File: config.mk
export PLATFORM = sky130hd
export DESIGN_NAME = approx_operand_encoder
export DESIGN_NICKNAME = d
export VERILOG_FILES = /design/src/rtl/approx_operand_encoder_pkg.sv /design/src/rtl/lod_scan_step.sv /design/src/rtl/approx_operand_encoder.sv
export SDC_FILE = /design/constraint.sdc
export NUM_CORES = 1
export LEC_CHECK = 0
export ABC_AREA = 0
export CAP_MARGIN = 20
export CORE_MARGIN = 1
export CORE_UTILIZATION = 35
export CTS_BUF_LIST = sky130_fd_sc_hd__clkbuf_4
export CTS_CLUSTER_SIZE = 40
export DETAILED_ROUTE_END_ITERATION = 6
export PLACE_DENSITY = 0.63
export SLEW_MARGIN = 20
export SYNTH_ARGS = -nofsm -noshare
export SYNTH_HDL_FRONTEND = slang
export SYNTH_SLANG_ARGS = --single-unit
File: constraint.sdc
create_clock -name clk -period 3.8 [get_ports clk]
set_input_delay 0.38 -clock clk [delete_from_list [all_inputs] [get_ports clk]]
set_output_delay 0.38 -clock clk [all_outputs]
set_load 0.01 [all_outputs]
File: src/rtl/approx_operand_encoder_pkg.sv
// approx_operand_encoder_pkg: shared widths and FSM encoding for the PU operand encoder
package approx_operand_encoder_pkg;
  localparam int IN_WIDTH = 7;
  localparam int MANT = 2;
  localparam int EXPW = $clog2(IN_WIDTH + 1);
  localparam int XLEN = EXPW + MANT;
  typedef enum logic [1:0] {
    IDLE = 2'd0,
    SCAN = 2'd1,
    FULL = 2'd2
  } state_t;
endpackage

File: src/rtl/lod_scan_step.sv
// lod_scan_step: one leading-one scan step; ports sh/cnt in, sh_n/cnt_n/done/code out
module lod_scan_step
  import approx_operand_encoder_pkg::*;
(
  input  logic [IN_WIDTH-1:0] sh,
  input  logic [EXPW-1:0]     cnt,
  output logic [IN_WIDTH-1:0] sh_n,
  output logic [EXPW-1:0]     cnt_n,
  output logic                done,
  output logic [XLEN-1:0]     code
);
  assign done  = (cnt == '0) || sh[IN_WIDTH-1];
  assign sh_n  = sh << 1;
  assign cnt_n = cnt - 1'b1;
  assign code  = {cnt, sh[IN_WIDTH-2 -: MANT]};
endmodule

File: src/rtl/approx_operand_encoder.sv
// approx_operand_encoder: encodes samples to {exp,mant} and packs four into num1..num4; ports in_valid/in_data/in_ready in, out_valid/out_ready/num1..num4 out, busy
module approx_operand_encoder
  import approx_operand_encoder_pkg::*;
(
  input  logic                clk,
  input  logic                rst,
  input  logic                in_valid,
  input  logic [IN_WIDTH-1:0] in_data,
  output logic                in_ready,
  output logic                out_valid,
  input  logic                out_ready,
  output logic [XLEN-1:0]     num1,
  output logic [XLEN-1:0]     num2,
  output logic [XLEN-1:0]     num3,
  output logic [XLEN-1:0]     num4,
  output logic                busy
);
  state_t state, state_n;
  logic [1:0] idx;
  logic [IN_WIDTH-1:0] sh, sh_n;
  logic [EXPW-1:0] cnt, cnt_n;
  logic done;
  logic [XLEN-1:0] code;
  logic [XLEN-1:0] num [4];
  lod_scan_step u_step (
    .sh    (sh),
    .cnt   (cnt),
    .sh_n  (sh_n),
    .cnt_n (cnt_n),
    .done  (done),
    .code  (code)
  );
  always_comb begin
    state_n = state;
    case (state)
      IDLE:    state_n = (in_ready && in_valid) ? SCAN : IDLE;
      SCAN:    state_n = done ? ((idx == 2'd3) ? FULL : IDLE) : SCAN;
      FULL:    state_n = out_ready ? IDLE : FULL;
      default: state_n = IDLE;
    endcase
  end
  // Handshake flags are registered from the next state so they stay low while rst is held.
  always_ff @(posedge clk or posedge rst) begin
    if (rst) begin
      state     <= IDLE;
      idx       <= '0;
      sh        <= '0;
      cnt       <= '0;
      in_ready  <= 1'b0;
      out_valid <= 1'b0;
      busy      <= 1'b0;
      for (int i = 0; i < 4; i++) num[i] <= '0;
    end else begin
      state     <= state_n;
      in_ready  <= (state_n == IDLE);
      out_valid <= (state_n == FULL);
      busy      <= (state_n == SCAN);
      if (state == IDLE && in_ready && in_valid) begin
        sh  <= in_data;
        cnt <= EXPW'(IN_WIDTH);
      end
      if (state == SCAN) begin
        if (done) begin
          num[idx] <= code;
          idx      <= (idx == 2'd3) ? idx : idx + 2'd1;
        end else begin
          sh  <= sh_n;
          cnt <= cnt_n;
        end
      end
      if (state == FULL && out_ready) idx <= '0;
    end
  end
  assign num1 = num[0];
  assign num2 = num[1];
  assign num3 = num[2];
  assign num4 = num[3];
endmodule

Yosys cells after proc, flatten, opt, wreduce, memory -nomap -nowiden. Cells that the tools add are included.

Register bits: 37. Input bits: 11. Output and inout port bits: 23.

Add/subtract/negate cells: 2. Magnitude comparators: 2. Equality and inequality tests: 6. Muxes and demuxes: 18. Bitwise operators: 1. Reduce and logical (&&, ||, !) cells: 13.

Operators by type and width (number): $mux W7 (3); $bwmux W20 (1); $mux W2 (7); $demux W5 S2 (1); $mux W3 (3); $eq A2 B2 Y1 const B (3); $pmux W2 S3 (1); $logic_and A1 B1 Y1 (5); $mux W5 (1); $eq A2 B1 Y1 const B (2); $logic_not A2 Y1 (2); $reduce_bool A2 Y1 (2); $ge A3 B3 Y1 const B (1); $logic_not A3 Y1 (1); $lt A3 B1 Y1 const B (1); $not A2 Y3 (1); $reduce_and A3 Y1 (1); $sub A3 B1 Y3 const B (1); $add A2 B1 Y2 const B (1); $ne A2 B1 Y1 const B (1); $reduce_and A2 Y1 (1); $logic_or A1 B1 Y1 (1); $mux W1 (1).

Depth between registers and ports, before layout. Gate-level depths: netlist (run 1).

Depth after elaboration: 6. Gate-level depth with buffers: 7. Mapped depth without buffers: 6.

Hierarchy. Synthesis (run 1) repeated with hierarchy kept, for this count alone.

Cells, all modules: 139. Area, all modules: 1786.7 um2.

By module, submodules not included: approx_operand_encoder (instances 1, cells each 118, area an instance 1642.8 um2, seq. area each 925.9 um2); lod_scan_step (instances 1, cells each 21, area an instance 143.9 um2, seq. area each 0.0 um2).

Worst setup path after synthesis (run 1). OpenSTA, ideal clock, no wires.

Path kind: register to register. From: register cnt[0]. To: register num (netlist bit num1[0]). Setup time: 0.125 ns. Data arrival time: 1.678 ns. Path slack: 1.997 ns. Cell stages (with the launch flop): 8. Path buffers: 1. Period minus slack after synthesis: 1.803 ns. Cells stage by stage: dfrtp_1 inv_1 ha_1 ha_1 or2_1 buf_4 nand3_4 mux2_4.

Longest elaborated chain between the ends: 3.

RTL lines: from (decl) (RTL line approx_operand_encoder.sv:21) `logic [EXPW-1:0] cnt, cnt_n;`; from (signal assigned) (RTL line approx_operand_encoder.sv:60) `cnt <= EXPW'(IN_WIDTH);`; from (signal assigned) (RTL line approx_operand_encoder.sv:68) `cnt <= cnt_n;`; $logic_not A3 Y1 (RTL line lod_scan_step.sv:12) `assign done = (cnt == '0) || sh[IN_WIDTH-1];`; $logic_or A1 B1 Y1 (RTL line lod_scan_step.sv:12); $reduce_and A2 Y1 (no source line); to (signal, indexed assignment) (RTL line approx_operand_encoder.sv:64) `num[idx] <= code;`; to (decl) (RTL line approx_operand_encoder.sv:24) `logic [XLEN-1:0] num [4];`.

No other way between the ends. A chain may end at the register's enable or synchronous reset.

Worst setup path after layout (run 1).
From: register cnt[0]. To: register cnt[2].

Longest elaborated chain between the ends: 4. Elaborated cells between the ends (all ways): 5. Those cells by class: 1 x add/sub; 2 x mux; 2 x reduce/logical.

RTL lines: branches (longest 2 deep; another with $sub A3 B1 Y3); $mux W3 * (RTL line approx_operand_encoder.sv:63) `if (done) begin`; $mux W3 * (RTL line approx_operand_encoder.sv:62) `if (state == SCAN) begin`.

Mark *: on every way between the ends.

==> results of run 1 <==
[per-layer routing]
metal  wire, um  vias up  track usage  share of wire
met3        132        2       0.0290          0.041
met4         16        0       0.0523         0.0050
met1       1530      512        0.177           0.48
li1           -      499            -              -
met5          0        -            0              0
met2       1520       24        0.200           0.47
[area by class of cell]
class	instances	share of cell area
Clock buffer	5	0.0168
Tap cell	67	0.0374
Timing Repair Buffer	35	0.154
Inverter	8	0.0134
Multi-Input combinational cell	72	0.344
Clock inverter	3	0.0207
Sequential cell	37	0.413
[cells in the final DEF (no fill, tap or decap), types with 3 or more instances in the layout]
cell type and instances:
dfrtp_1 37, clkdlybuf4s50_1 33, mux2_4 20, a21oi_1 3, nand3_4 4, inv_1 8
clkbuf_4 5, ha_1 6, nand2_1 5, nor2_1 4, o21ai_1 5, mux2i_1 6
[logic make-up (layout without fill, tap and decap cells)]
family | count (synthesis) | after routing | share of synthesized area
flops | 37 | 37 | 0.528
simple gates | 25 | 25 | 0.123
mux | 26 | 26 | 0.206
fa+ha+maj | 6 | 6 | 0.0428
buf+inv | 11 | 51 | 0.0321
compound gates | 15 | 15 | 0.0685
[power by group through the flow]
stage,sequential (mW),combinational [mW],clock [mW]
finish,0.718,0.854,0.278
global route,0.744,0.922,0.299
CTS,0.719,0.866,0.285
detailed placement,0.727,0.863,0
global placement,0.719,0.834,0
floorplan,0.740,0.523,0
[registers in the layout (all words and copies together), names as in the netlist]
name       flops
sh             7
num1           5
num2           5
num3           5
num4           5
cnt            3
idx            2
state          2
busy           1
in_ready       1
out_valid      1
[how the worst min path moves through the flow]
| stage | from | to | slack, ns | depth (start not counted) |
|---|---|---|---|---|
| floorplan | sh[0] | sh[1] | 0.45 | 2 |
| detailed placement | sh[2] | sh[3] | 0.47 | 2 |
| CTS | rst | num4[1] | 0.44 | 3 |
| finish | rst | num2[1] | 0.43 | 3 |
| global placement | sh[2] | sh[3] | 0.48 | 2 |
| global route | rst | num4[1] | 0.46 | 3 |
[critical path: cells and delay by family, from the launching register on]
family	cells	cell delay, ns
and+or+nand+nor	2	1.08
DFF	1	0.48
adders and majority gates	2	0.43
AOI/OAI and AO/OA	1	0.14
buffers and inverters	1	0.07
==> results.json, run 1 <==
{
  "status": "finished clean",
  "final_core_utilization": 0.468,
  "port_buffers": 33,
  "die_area_um2": 5300,
  "clock_latency_ns": 0.34,
  "overflow": 0,
  "cts_tree": "yes",
  "yosys.area.top_type_share": 0.528,
  "timing.rr.end": "cnt[2]",
  "wire_per_inst_um": 14.1,
  "clock_sinks": 37,
  "synth_common_cells": "dfrtp_1, mux2_4, inv_1",
  "setup_slack_ns": 1.52,
  "grt_pass1_vias": 1022,
  "dr.pass1.iters": 4,
  "synthArstFlopShare": 1.00,
  "instances_no_fill": 227,
  "crit_arrival_ns": 2.56,
  "coreArea_um2": 4790,
  "grt_use_total": 0.130,
  "die_h_um": 72.8,
  "power_mw": 1.85,
  "synth_top_area_cell": "dfrtp_1",
  "synth_ff_type": "dfrtp_1",
  "placed_area_um2": 2160,
  "multiInputGateArea_um2": 771,
  "start_kind": "flip-flop",
  "r2r_start": "cnt[0]",
  "crit_type": "flip-flop to flip-flop",
  "grt_start_max_net_pins": 38,
  "dp_slack_ns": 1.53,
  "final.setup_skew_ns": 0.0169,
  "cts_buffer_depth": 2,
  "finalHoldViolations": 0,
  "fp.dieW_um": 72.8,
  "hold_ws_ns": 0.430,
  "synthToLayoutAreaGrowth_pct": 27.8,
  "yosysMostFrequentCell": "dfrtp_1",
  "switching_power_mw": 0.636,
  "period_minus_slack_ns": 2.28,
  "crit_top_cell": "ha_1",
  "htree_levels": 2,
  "post-dp-hpwl_um": 2330,
  "cp-startpoint": "cnt[0]",
  "finalSetupTns_ns": 0,
  "post_synth_inst_count": 120,
  "seqPwrFrac": 0.388,
  "post_cts_resize_count": 0,
  "min_path_type": "input port to async pin",
  "cts.reportedPaths.clkPinSlew_ns": 0.13,
  "layout-drive-gt1-share": 0.269,
  "antenna_found_initial": 0,
  "required_ns": 4.07,
  "cellPowerDensity_nw_per_um2": 827,
  "vias": 1037,
  "ir_worst_vdd_uv": 306,
  "drv_slew": 0,
  "clock.fmax_mhz": 438,
  "rsz0062_at_grt": "no",
  "cp-end-kind": "flip-flop",
  "crit_fanout": 18,
  "ys_types": 28,
  "cts_buffers": 5,
  "yosysSeqAreaShare": 0.528,
  "rrSetupSlack_ns": 1.52,
  "drtIter0Drc": 59,
  "drc_errors": 0,
  "intPower_mw": 1.22,
  "critPathMaxStageDelay_ns": 0.80,
  "via_per_inst": 4.57,
  "maxSlewHeadroom": 0.417,
  "dp.cells": 219,
  "postSynthNetCount": 137,
  "rr_worst_depth": 6,
  "drv_cap": 0,
  "start_util": 0.366,
  "grt_pass1_wl_um": 5100,
  "setup_viol": 0,
  "worstMarginPinSlew_ns": 0.870,
  "synth_area_leaders": "dfrtp_1, mux2_4, ha_1",
  "syn_area_per_cell_um2": 14.6,
  "hold_buffers": 0,
  "ios": 34,
  "n_fill_cell": 437,
  "pwr-share-comb": 0.462,
  "fin_nets": 176,
  "num_rows": 25,
  "ys_ff_latch": 37,
  "synth_edf_count": 0,
  "switching_share": 0.344,
  "crit_slowest_cell": "nor4b_4",
  "cts-root-buf": "clkbuf_4",
  "n_antenna_cell": 0,
  "ys_warn_count": 0,
  "clockPowerShare": 0.150,
  "crit_path_end": "cnt[2]",
  "seq_area_um2": 926,
  "wirelength_um": 3200,
  "power.leakage_nw": 1.01,
  "finalCritPeriodShare": 0.601,
  "mappedNetlistArea_um2": 1750,
  "final_cell_area_um2": 2240,
  "gp_congestion": 0.786,
  "crit_chain": "inv_1 > ha_1 > ha_1 > nor4b_4 > or2_4 > a2bb2oi_2",
  "final_antenna_net_count": 0,
  "post-cts-setup-buffers": 0
}
(Power assumes the default switching activity.)
==> inputs of run 2 (changes only) <==
--- a/config.mk
+++ b/config.mk
@@ -12,7 +12,7 @@
 export CTS_BUF_LIST = sky130_fd_sc_hd__clkbuf_4
 export CTS_CLUSTER_SIZE = 40
 export DETAILED_ROUTE_END_ITERATION = 6
-export PLACE_DENSITY = 0.63
+export PLACE_DENSITY = 0.65
 export SLEW_MARGIN = 20
 export SYNTH_ARGS = -nofsm -noshare
 export SYNTH_HDL_FRONTEND = slang
==> constraint.sdc (replaced) <==
create_clock -name clk -period 2 [get_ports clk]
set_input_delay 0.2 -clock clk [delete_from_list [all_inputs] [get_ports clk]]
set_output_delay 0.2 -clock clk [all_outputs]
set_load 0.01 [all_outputs]
==> run 2 against run 1 <==
Sequential power grew 85%. Sequential share of layout area is 1.0 points lower. Core utilization grew 1.2 points. Total power is 97% higher. Wire length down 5.3%. Clock power increased by 120%. First-iteration DRC count is 20% lower. Cell count increased by 2.2%. Largest power group unchanged.
==> results.json, run 2 (synthesis gave the netlist of run 1 again) <==
{
  "met3_usage": 0.0373,
  "final_core_utilization": 0.480,
  "ios": 34,
  "maxSlewHeadroom": 0.697,
  "layout_common_cells": "dfrtp_1, clkdlybuf4s50_1, mux2_4, inv_1, buf_4",
  "grt_busiest_layer": "met2",
  "overflow": 0,
  "crit_chain": "inv_1 > ha_1 > ha_1 > or2_1 > nand3_4 > mux2_4",
  "setup_viol": 0,
  "crit_family": "simple AND/OR/NAND/NOR gates",
  "grtUsageMet2": 0.218,
  "cp-startpoint": "cnt[0]",
  "gp_congestion": 0.695,
  "grt_pass1_vias": 1115,
  "period_minus_slack_ns": 1.85,
  "post-cts-setup-buffers": 0,
  "cellPowerDensity_nw_per_um2": 1590,
  "drv_slew": 0,
  "crit_slowest_cell": "or2_1",
  "finalSetupTns_ns": 0,
  "hold_buffers": 0,
  "crit_arrival_ns": 2.07,
  "fin_nets": 181,
  "final_common_cell": "dfrtp_1",
  "clock_latency_ns": 0.33,
  "cts_buffer_depth": 2,
  "status": "finished clean",
  "die_h_um": 72.8,
  "htree_levels": 2,
  "wirelength_um": 3030,
  "final.setup_skew_ns": 0.0126,
  "clock.fmax_mhz": 541,
  "start_kind": "flip-flop",
  "cts.reportedPaths.clkPinSlew_ns": 0.12,
  "cp-end-kind": "flip-flop",
  "n_antenna_cell": 0,
  "top_register": "sh",
  "cp_num_buf_inv": 1,
  "finalHoldViolations": 0,
  "n_fill_cell": 430,
  "fp.dieW_um": 72.8,
  "grtUsageMet1": 0.180,
  "crit_top_cell": "ha_1",
  "ir_worst_vdd_uv": 665,
  "dr.pass1.iters": 4,
  "seq_area_um2": 926,
  "worstMarginPinSlew_ns": 0.454,
  "antenna_found_initial": 0,
  "port_buffers": 33,
  "layout-drive-gt1-share": 0.291,
  "grt_pass1_wl_um": 5330,
  "min_path_type": "input port to async pin",
  "drv_cap": 0,
  "r2r_start": "cnt[0]",
  "drc_errors": 0,
  "vias": 1071,
  "cts_buffers": 5,
  "coreArea_um2": 4790,
  "clock_sinks": 37,
  "grt_use_total": 0.135,
  "final_antenna_net_count": 0,
  "cts-root-buf": "clkbuf_4",
  "cts_tree": "yes",
  "rsz0062_at_grt": "no",
  "synthToLayoutAreaGrowth_pct": 31.0,
  "grt_start_max_net_pins": 38,
  "critPathMaxStageDelay_ns": 0.40,
  "wire_per_inst_um": 13.1,
  "crit_type": "flip-flop to flip-flop",
  "post-dp-hpwl_um": 2360,
  "drtIter0Drc": 47,
  "multiInputGateArea_um2": 771,
  "largest_reg_flops": 7,
  "start_util": 0.366,
  "required_ns": 2.22,
  "crit_fanout": 6,
  "post_cts_resize_count": 0,
  "die_area_um2": 5300,
  "finalCritPeriodShare": 0.925,
  "num_rows": 25,
  "via_per_inst": 4.62,
  "power.leakage_nw": 1.04
}
==> run 2: cell count changes in the layout (fill, tap and decap cells not counted) <==
cell | before | now
clkinv_4 | 1 | 0
clkinvlp_4 | 1 | 0
bufinv_16 | 1 | 2
clkinv_2 | 0 | 1
buf_4 | 2 | 7
==> run 2: power by group <==
group	switching [mW]	total, mW	internal, mW
registers	0.247	1.33	1.08
logic	0.688	1.70	1.01
clock network	0.238	0.625	0.387
==> run 2: worst paths after layout <==
kind / endpoint / slack, ns / cells after the start
setup / recovery: num4[0] / 0.15 / 6
hold / removal: num4[1] / 0.27 / 3
setup reg to reg: num4[0] / 0.15 / 6
hold reg to reg: sh[3] / 0.50 / 2
max in group asynchronous: cnt[1] / 1.41 / 3
min in group clk: out_valid / 0.49 / 2
==> run 2: worst register-to-register path: stages (launching register included) <==
cell and delay (ns):
dfrtp_1 0.36, inv_1 0.05, ha_1 0.19, ha_1 0.23, or2_1 0.40, nand3_4 0.21
mux2_4 0.31
==> run 2: per-layer routing <==
layer / part of all wire / vias to the layer above
li1: - / 515
met2: 0.48 / 28
met4: 0.0053 / 0
met5: 0 / -
met1: 0.47 / 525
met3: 0.044 / 3
==> run 2: metrics by stage <==
stage / hold slack [ns] / instance area [um2] / setup slack (ns) / power, mW / instances
after floorplan: 0.292 / 1750 / 0.197 / 2.40 / 120
after global placement: 0.472 / 2190 / 0.177 / 3.02 / 224
after global routing: 0.300 / 2300 / 0.0383 / 3.92 / 232
after CTS: 0.267 / 2300 / 0.137 / 3.71 / 232
final: 0.265 / 2300 / 0.150 / 3.65 / 232
after detailed placement: 0.481 / 2190 / 0.156 / 3.08 / 224
==> run 2: layout make-up <==
type	count	area share
inverters	8	0.0131
repair buffers	40	0.167
multi-input cells	72	0.336
well taps	67	0.0365
clock buffers	5	0.0163
clock inverters	3	0.0283
flip-flops and latches	37	0.403
==> inputs of run 3 (changes only) <==
--- a/config.mk
+++ b/config.mk
@@ -7,7 +7,6 @@
 export LEC_CHECK = 0
 export ABC_AREA = 0
 export CAP_MARGIN = 20
-export CORE_MARGIN = 1
 export CORE_UTILIZATION = 35
 export CTS_BUF_LIST = sky130_fd_sc_hd__clkbuf_4
 export CTS_CLUSTER_SIZE = 40
==> results of run 3 <==
No change in the layout: final DEF, timing and power equal those of run 2.
